`config.mk`:
```
export PLATFORM = sky130hd
export DESIGN_NAME = regfile_mp
export DESIGN_NICKNAME = d
export VERILOG_FILES = /design/src/rtl/regfile_mp.sv
export SDC_FILE = /design/constraint.sdc
export NUM_CORES = 2
export LEC_CHECK = 0
export BUFFER_PORTS_ARGS = -buffer_cell sky130_fd_sc_hd__buf_2
export CAP_MARGIN = 20
export CELL_PAD_IN_SITES_DETAIL_PLACEMENT = 1
export CELL_PAD_IN_SITES_GLOBAL_PLACEMENT = 1
export CORE_ASPECT_RATIO = 0.75
export CORE_MARGIN = 2
export CORE_UTILIZATION = 50
export CTS_CLUSTER_DIAMETER = 50
export DETAILED_ROUTE_END_ITERATION = 16
export PLACE_DENSITY_LB_ADDON = 0.1
export SYNTH_ARGS = -nofsm -noshare
export SYNTH_HDL_FRONTEND = slang
export SYNTH_SLANG_ARGS = --single-unit
```
`constraint.sdc`:
```
create_clock -name clk -period 2.2 [get_ports clk]
set_input_delay 0.22 -clock clk [delete_from_list [all_inputs] [get_ports clk]]
set_output_delay 0.22 -clock clk [all_outputs]
set_load 0.01 [all_outputs]
```
`src/rtl/regfile_mp.sv`:
```
// Multi-port register file with write-to-read bypass and a per-register pending-write scoreboard.
// Latency: reads are combinational (zero cycles); writes and scoreboard updates land on the rising clk edge.
// Backpressure: none internally; decode uses rd_busy to stall on RAW hazards.
module regfile_mp #(
    parameter int DW     = 32,
    parameter int AW     = 5,
    parameter int NUM_RD = 2,
    parameter int NUM_WR = 2
) (
    input  logic                 clk,
    input  logic                 resetn,
    input  logic [NUM_RD*AW-1:0] rd_addr,
    output logic [NUM_RD*DW-1:0] rd_data,
    output logic [NUM_RD-1:0]    rd_busy,
    input  logic [NUM_WR-1:0]    wr_en,
    input  logic [NUM_WR*AW-1:0] wr_addr,
    input  logic [NUM_WR*DW-1:0] wr_data,
    input  logic                 iss_en,
    input  logic [AW-1:0]        iss_addr,
    input  logic                 flush
);

    localparam int DEPTH = 1 << AW;

    logic [DEPTH-1:0][DW-1:0] regs_q;
    logic [DEPTH-1:0][DW-1:0] regs_d;
    logic [DEPTH-1:0]         busy_q;
    logic [DEPTH-1:0]         busy_d;

    // Next register contents: walk write ports in ascending order so the
    // youngest (highest-index) port wins on an address collision.
    always_comb begin
        regs_d = regs_q;
        for (int j = 0; j < NUM_WR; j++) begin
            if (wr_en[j] && (wr_addr[j*AW +: AW] != '0)) begin
                regs_d[wr_addr[j*AW +: AW]] = wr_data[j*DW +: DW];
            end
        end
        regs_d[0] = '0;
    end

    // Scoreboard next state: writeback clears, issue sets (new producer
    // owns the register even if it was written back this cycle), flush
    // overrides everything.
    always_comb begin
        busy_d = busy_q;
        for (int j = 0; j < NUM_WR; j++) begin
            if (wr_en[j]) begin
                busy_d[wr_addr[j*AW +: AW]] = 1'b0;
            end
        end
        if (iss_en && (iss_addr != '0)) begin
            busy_d[iss_addr] = 1'b1;
        end
        if (flush) begin
            busy_d = '0;
        end
        busy_d[0] = 1'b0;
    end

    // State registers; reset clears data and scoreboard asynchronously.
    always_ff @(posedge clk or negedge resetn) begin
        if (!resetn) begin
            regs_q <= '0;
            busy_q <= '0;
        end else begin
            regs_q <= regs_d;
            busy_q <= busy_d;
        end
    end

    // Read ports: register 0 is hardwired zero, otherwise youngest matching
    // writer bypasses the array. A same-cycle writeback also hides the busy
    // bit since the value is already forwarded. Outputs are forced to zero
    // while reset is held so bypass cannot leak through during reset.
    always_comb begin
        logic [AW-1:0] ra;
        logic [DW-1:0] val;
        logic          hit;
        rd_data = '0;
        rd_busy = '0;
        for (int i = 0; i < NUM_RD; i++) begin
            ra  = rd_addr[i*AW +: AW];
            val = regs_q[ra];
            hit = 1'b0;
            for (int j = 0; j < NUM_WR; j++) begin
                if (wr_en[j] && (wr_addr[j*AW +: AW] == ra)) begin
                    hit = 1'b1;
                    val = wr_data[j*DW +: DW];
                end
            end
            if (resetn && (ra != '0)) begin
                rd_data[i*DW +: DW] = val;
                rd_busy[i]          = busy_q[ra] && !hit;
            end
        end
    end

endmodule

```
**After elaboration in Yosys (flattened, before gate mapping)**

Cells that the tools add are included.

- $add $sub $neg: 0
- Multipliers: 0
- Divide/modulo/power cells: 0
- Magnitude comparators: 8
- Equal/unequal tests: 4
- Shift operators: 0
- Mux-type cells: 38
- Bitwise gates (word level): 5
- Reduce and logical (&&, ||, !) cells: 21

Operator list:

| kind | count |
|---|---|
| $bwmux 1024 | 2 |
| $mux 1024 | 2 |
| $mux 32 | 14 |
| $bmux 32 s5 | 2 |
| $demux 32 s5 | 2 |
| $and 32x32->32 | 2 |
| $not 32->32 | 2 |
| $or 32x32->32 | 1 |
| $lt 5x6->1 const B | 5 |
| $reduce_bool 5->1 | 5 |
| $eq 5x5->1 | 4 |
| $demux 1 s5 | 3 |
| $ge 5x1->1 const B | 3 |
| $logic_and 1x1->1 | 14 |
| $mux 1 | 11 |
| $bmux 1 s5 | 2 |
| $logic_not 1->1 | 2 |

- Register bits after elaboration: 1023
- Latch bits: 0
- RAM bits: 0
- Bits in read-only memories: 0
- Bits of input ports: 95
- Output and inout port bits: 66
- Logic and storage cells: 108
- Memories: 0

**Depth between registers and ports, before layout**

- Depth in word-level cells: 12
- Gate-level depth with buffers: 10
- Gate-level depth less buffers: 5

**Least setup slack after synthesis**

Ideal clock, no wire load.

- Path kind: input-to-output
- Start: in rd_addr[6]
- End: out rd_busy[1]
- Data arrival time: 1.859 ns
- Setup slack: 0.121 ns
- Stages on the path: 8
- Cell sequence: buf_2 or2_1 clkbuf_1 o31ai_4 o21ba_1 buf_2 nand2_1 a2111oi_0

- Word-level cells in the longest chain between the ends: 7
- Elaborated cells between the ends (all ways): 13

Ends and longest elaborated chain:

| element | line | RTL |
|---|---|---|
| start, declared | 12 | `input logic [NUM_RD*AW-1:0] rd_addr,` |
| branches (longest 6 deep; another with $bmux 1 s5) | - |  |
| $mux 1 (*) | 92 | `if (resetn && (ra != '0)) begin` |
| end, declared | 14 | `output logic [NUM_RD-1:0] rd_busy,` |

Every way passes the cells marked *. The select of a mux whose other input is x is not followed.

**Worst setup path in the final report**

- Start: reg busy_q[24]
- End: out rd_busy[0]

- Word-level cells in the longest chain between the ends: 4

Ends and longest elaborated chain:

| element | line | RTL |
|---|---|---|
| start, declared | 27 | `logic [DEPTH-1:0] busy_q;` |
| start signal, assigned | 68 | `busy_q <= busy_d;` |
| $bmux 1 s5 | 94 | `rd_busy[i] = busy_q[ra] && !hit;` |
| $mux 1 (not written as such) | 94 |  |
| $logic_and 1x1->1 | 94 |  |
| $mux 1 | 92 |  |

No other way between the ends. The select of a mux whose other input is x is not followed.

==> flow_summary.ini <==
[setup_path]
crit_chain = mux4_2 -> mux4_2 -> mux2i_4 -> buf_6 -> nor3_4 -> buf_2
critPathTopFamily = multiplexers
start_kind = flip-flop
criticalPathCategory = reg -> out
crit_fanout = 3
endpoint_kind = output pin
critical_path_depth = 6
timing.critical_path.mode_cell = mux4_2
reg2reg_depth = 4
worst_ep_arrival_time_ps = 2760
cp.required_ps = 1980
cp_num_buf_inv = 2
slowest_stage = mux4_2
cpPeakStageDelay_ps = 500

[global_route]
gr-total-overflow = 0
grt_pass1_vias = 73200
gr-usage-all-layers_pct = 54.2
grt_max_degree = 172
antenna_found_initial = 33
grt_first_pass_wirelength_um = 533000

[floorplanning]
core-area_um2 = 133000
dieArea_um2 = 137000
start_util_pct = 50.3
die_x_um = 426
die_h_um = 321
ios = 161
rows = 116

[place]
port_buffers = 160
dp.final_hpwl_um = 248000
pre_cts_ws_ps = -583
place_area_um2 = 75500
gp_congestion = 1.05

[synthesis]
synth-edff-count = 0
synth-seq-cells = 1023
synth_top_family_by_area = multiplexers
netlist-cell-type-count = 67
synthMuxAreaShare_pct = 23.0
yosysWarnings = 0
synthAdderAreaFrac_pct = 0
synth_xor_area_share_pct = 0.262
synth_area_um2 = 66900
synth.top_cell.area_share_pct = 38.3
ys_top_cells_by_area = dfrtp_1 38%, mux2i_1 17%, a21oi_1 8.7%, nor2_1 5.1%, mux4_2 4.0%
synthFlopType = dfrtp_1
async_flop_share_pct = 100
syn_area_per_cell_um2 = 8.84
synth_compound_area_share_pct = 19.9
synth_fp_nets = 7662
synth_cells = 7567
yosysSeqAreaShare_pct = 38.3
synth_top_area_cell = dfrtp_1
synthSimpleGateAreaFrac_pct = 12.4

[cts]
clock_path_buffers = 3
insertion_delay_ps = 820
cts_buffers = 133
cts_root_buf = clkbuf_16
clk_pin_slew_ps = 60
cts_tree = built
clkSinkCount = 1023
htree_levels = 4

[timing]
min_period_ps = 2980
finalSetupViolCount = 66
max_slew_margin_pct = 20.5
max_freq_ghz = 0.335
finClkSkew_ps = 0
setup_slack_ps = -783
whs_ps = 32.2
grt_setup_unrepaired = true
slew_viol_final = 0
worstMarginPinSlew_ps = 1190
fin_crit_sh_pct = 136
hold_violations = 0

[run]
cap_viol_max_count = 0

[layout]
finalNetCount = 8012
syn_to_final_growth_pct = 25.5
fin_area_um2 = 84000
mostFrequentLayoutCell = a21oi_1
drive_gt1_share_pct = 24.1
final_cell_mix = 1129 x a21oi_1, 1086 x mux2i_1, 1020 x dfrtp_1, 896 x nor2_1, 637 x buf_4

[power]
p_per_area_nw_per_um2 = 875
leakage_uw = 0.0359
peakVddDrop_uv = 771
power_uw = 73500

[detailed_routing]
wl_per_cell_um = 39.0
firstDrtPassIters = 7
ant_nets = 0
drc_errors = 0
wl_um = 383000
vias_per_cell = 7.47
num_vias = 73400
drt_iter0_markers = 12400

[outcome]
status = finished, violations left
violations = setup timing

[hold_path]
hold_class = in -> reg
hold_path_depth = 4
[timing repair]
action                                  4_1_cts  5_1_grt
hold buffers                                 71        0
setup buffers                               123       34
pin swaps                                   194      137
endpoints found under the hold margin       574        0
gates cloned                                  1        0
resized for setup                           257      138
endpoints found under the setup margin       66       66
[logic make-up (layout without fill, tap and decap cells)]
kind of cell | after synthesis | count (layout)
buf+inv | 959 | 1416
flops | 1023 | 1023
simple gates | 1951 | 1951
other cells | 0 | 25
mux | 1370 | 1370
xor+xnor | 20 | 20
compound gates | 2244 | 2244
[synth_stat cells, types with 5 or more instances]
master	count
inv_2	6
a2bb2oi_1	16
clkinv_1	24
o2111ai_1	31
nand3b_1	19
a22o_1	11
buf_4	63
a221oi_1	36
o22ai_1	89
nor2_4	6
o22a_1	41
a221o_1	31
nor3_1	189
buf_6	13
mux4_2	120
a21oi_1	1163
mux2_2	130
nand2_1	561
nor2_1	910
nor2_2	10
nor3b_1	8
a211oi_1	82
nand2b_1	5
and2_1	11
clkbuf_1	548
mux2i_1	1120
nand3_1	127
o221a_2	5
and3_1	27
buf_1	98
a32oi_1	111
dfrtp_1	1023
buf_2	200
a22oi_1	161
nor2b_1	44
and3b_1	9
o221ai_1	27
o21ai_0	395
xnor2_1	16
o211ai_1	36
[final cells by class]
type | instances | area (um^2)
clock buffers | 184 | 3840
well taps | 1770 | 2210
fillers | 14500 | 49100
inverters | 34 | 128
flip-flops and latches | 1023 | 25600
clock inverters | 58 | 808
diodes | 25 | 62.6
multi-input cells | 5585 | 39500
repair buffers | 1140 | 11800
[state kept, by name, summed over array words and instances, names as in the netlist]
| name | cells |
|---|---|
| regs_q | 992 |
| busy_q | 31 |
[worst reg2reg max path, cell delays in order, from the launching register on]
cell	delay, ps
dfrtp_1	390
buf_4	140
o211ai_1	70
a21oi_1	90
dlygate4sd3_1	590
[metal layers]
layer,GRT usage [%],share of wire (%)
met5,0,0.078
met4,41.0,8.8
met3,25.0,16
met2,74.2,40
met1,66.1,35
[final timing paths]
| check | startpoint | to | slack, ps |
|---|---|---|---|
| setup reg to reg | busy_q[17]$_DFF_PN0_ | busy_q[17]$_DFF_PN0_ | 800 |
| max in group asynchronous | resetn | regs_q[448]$_DFF_PN0_ | 320 |
| hold reg to reg | busy_q[14]$_DFF_PN0_ | busy_q[14]$_DFF_PN0_ | 590 |
| setup / recovery | busy_q[24]$_DFF_PN0_ | rd_busy[0] | -780 |
| min in group asynchronous | resetn | regs_q[919]$_DFF_PN0_ | 100 |
| hold / removal | wr_data[9] | regs_q[713]$_DFF_PN0_ | 30 |
[metrics by stage]
| stage | utilization [%] | TNS, ps | std cells |
|---|---|---|---|
| detailed placement | 56.7 | -30220 | 9356 |
| global route | 63.1 | -31940 | 9804 |
| CTS | 62.4 | -28540 | 9766 |
| global placement | 56.7 | -30970 | 9355 |
| floorplan | - | 0 | 7567 |
| finish | 63.1 | -30630 | 9819 |
[power by group]
group          total [uW]  switching, uW  internal [uW]
registers           28500           4890          23600
clock network       24000           9810          14200
logic               20900          11200           9690
(Power assumes the default switching activity.)
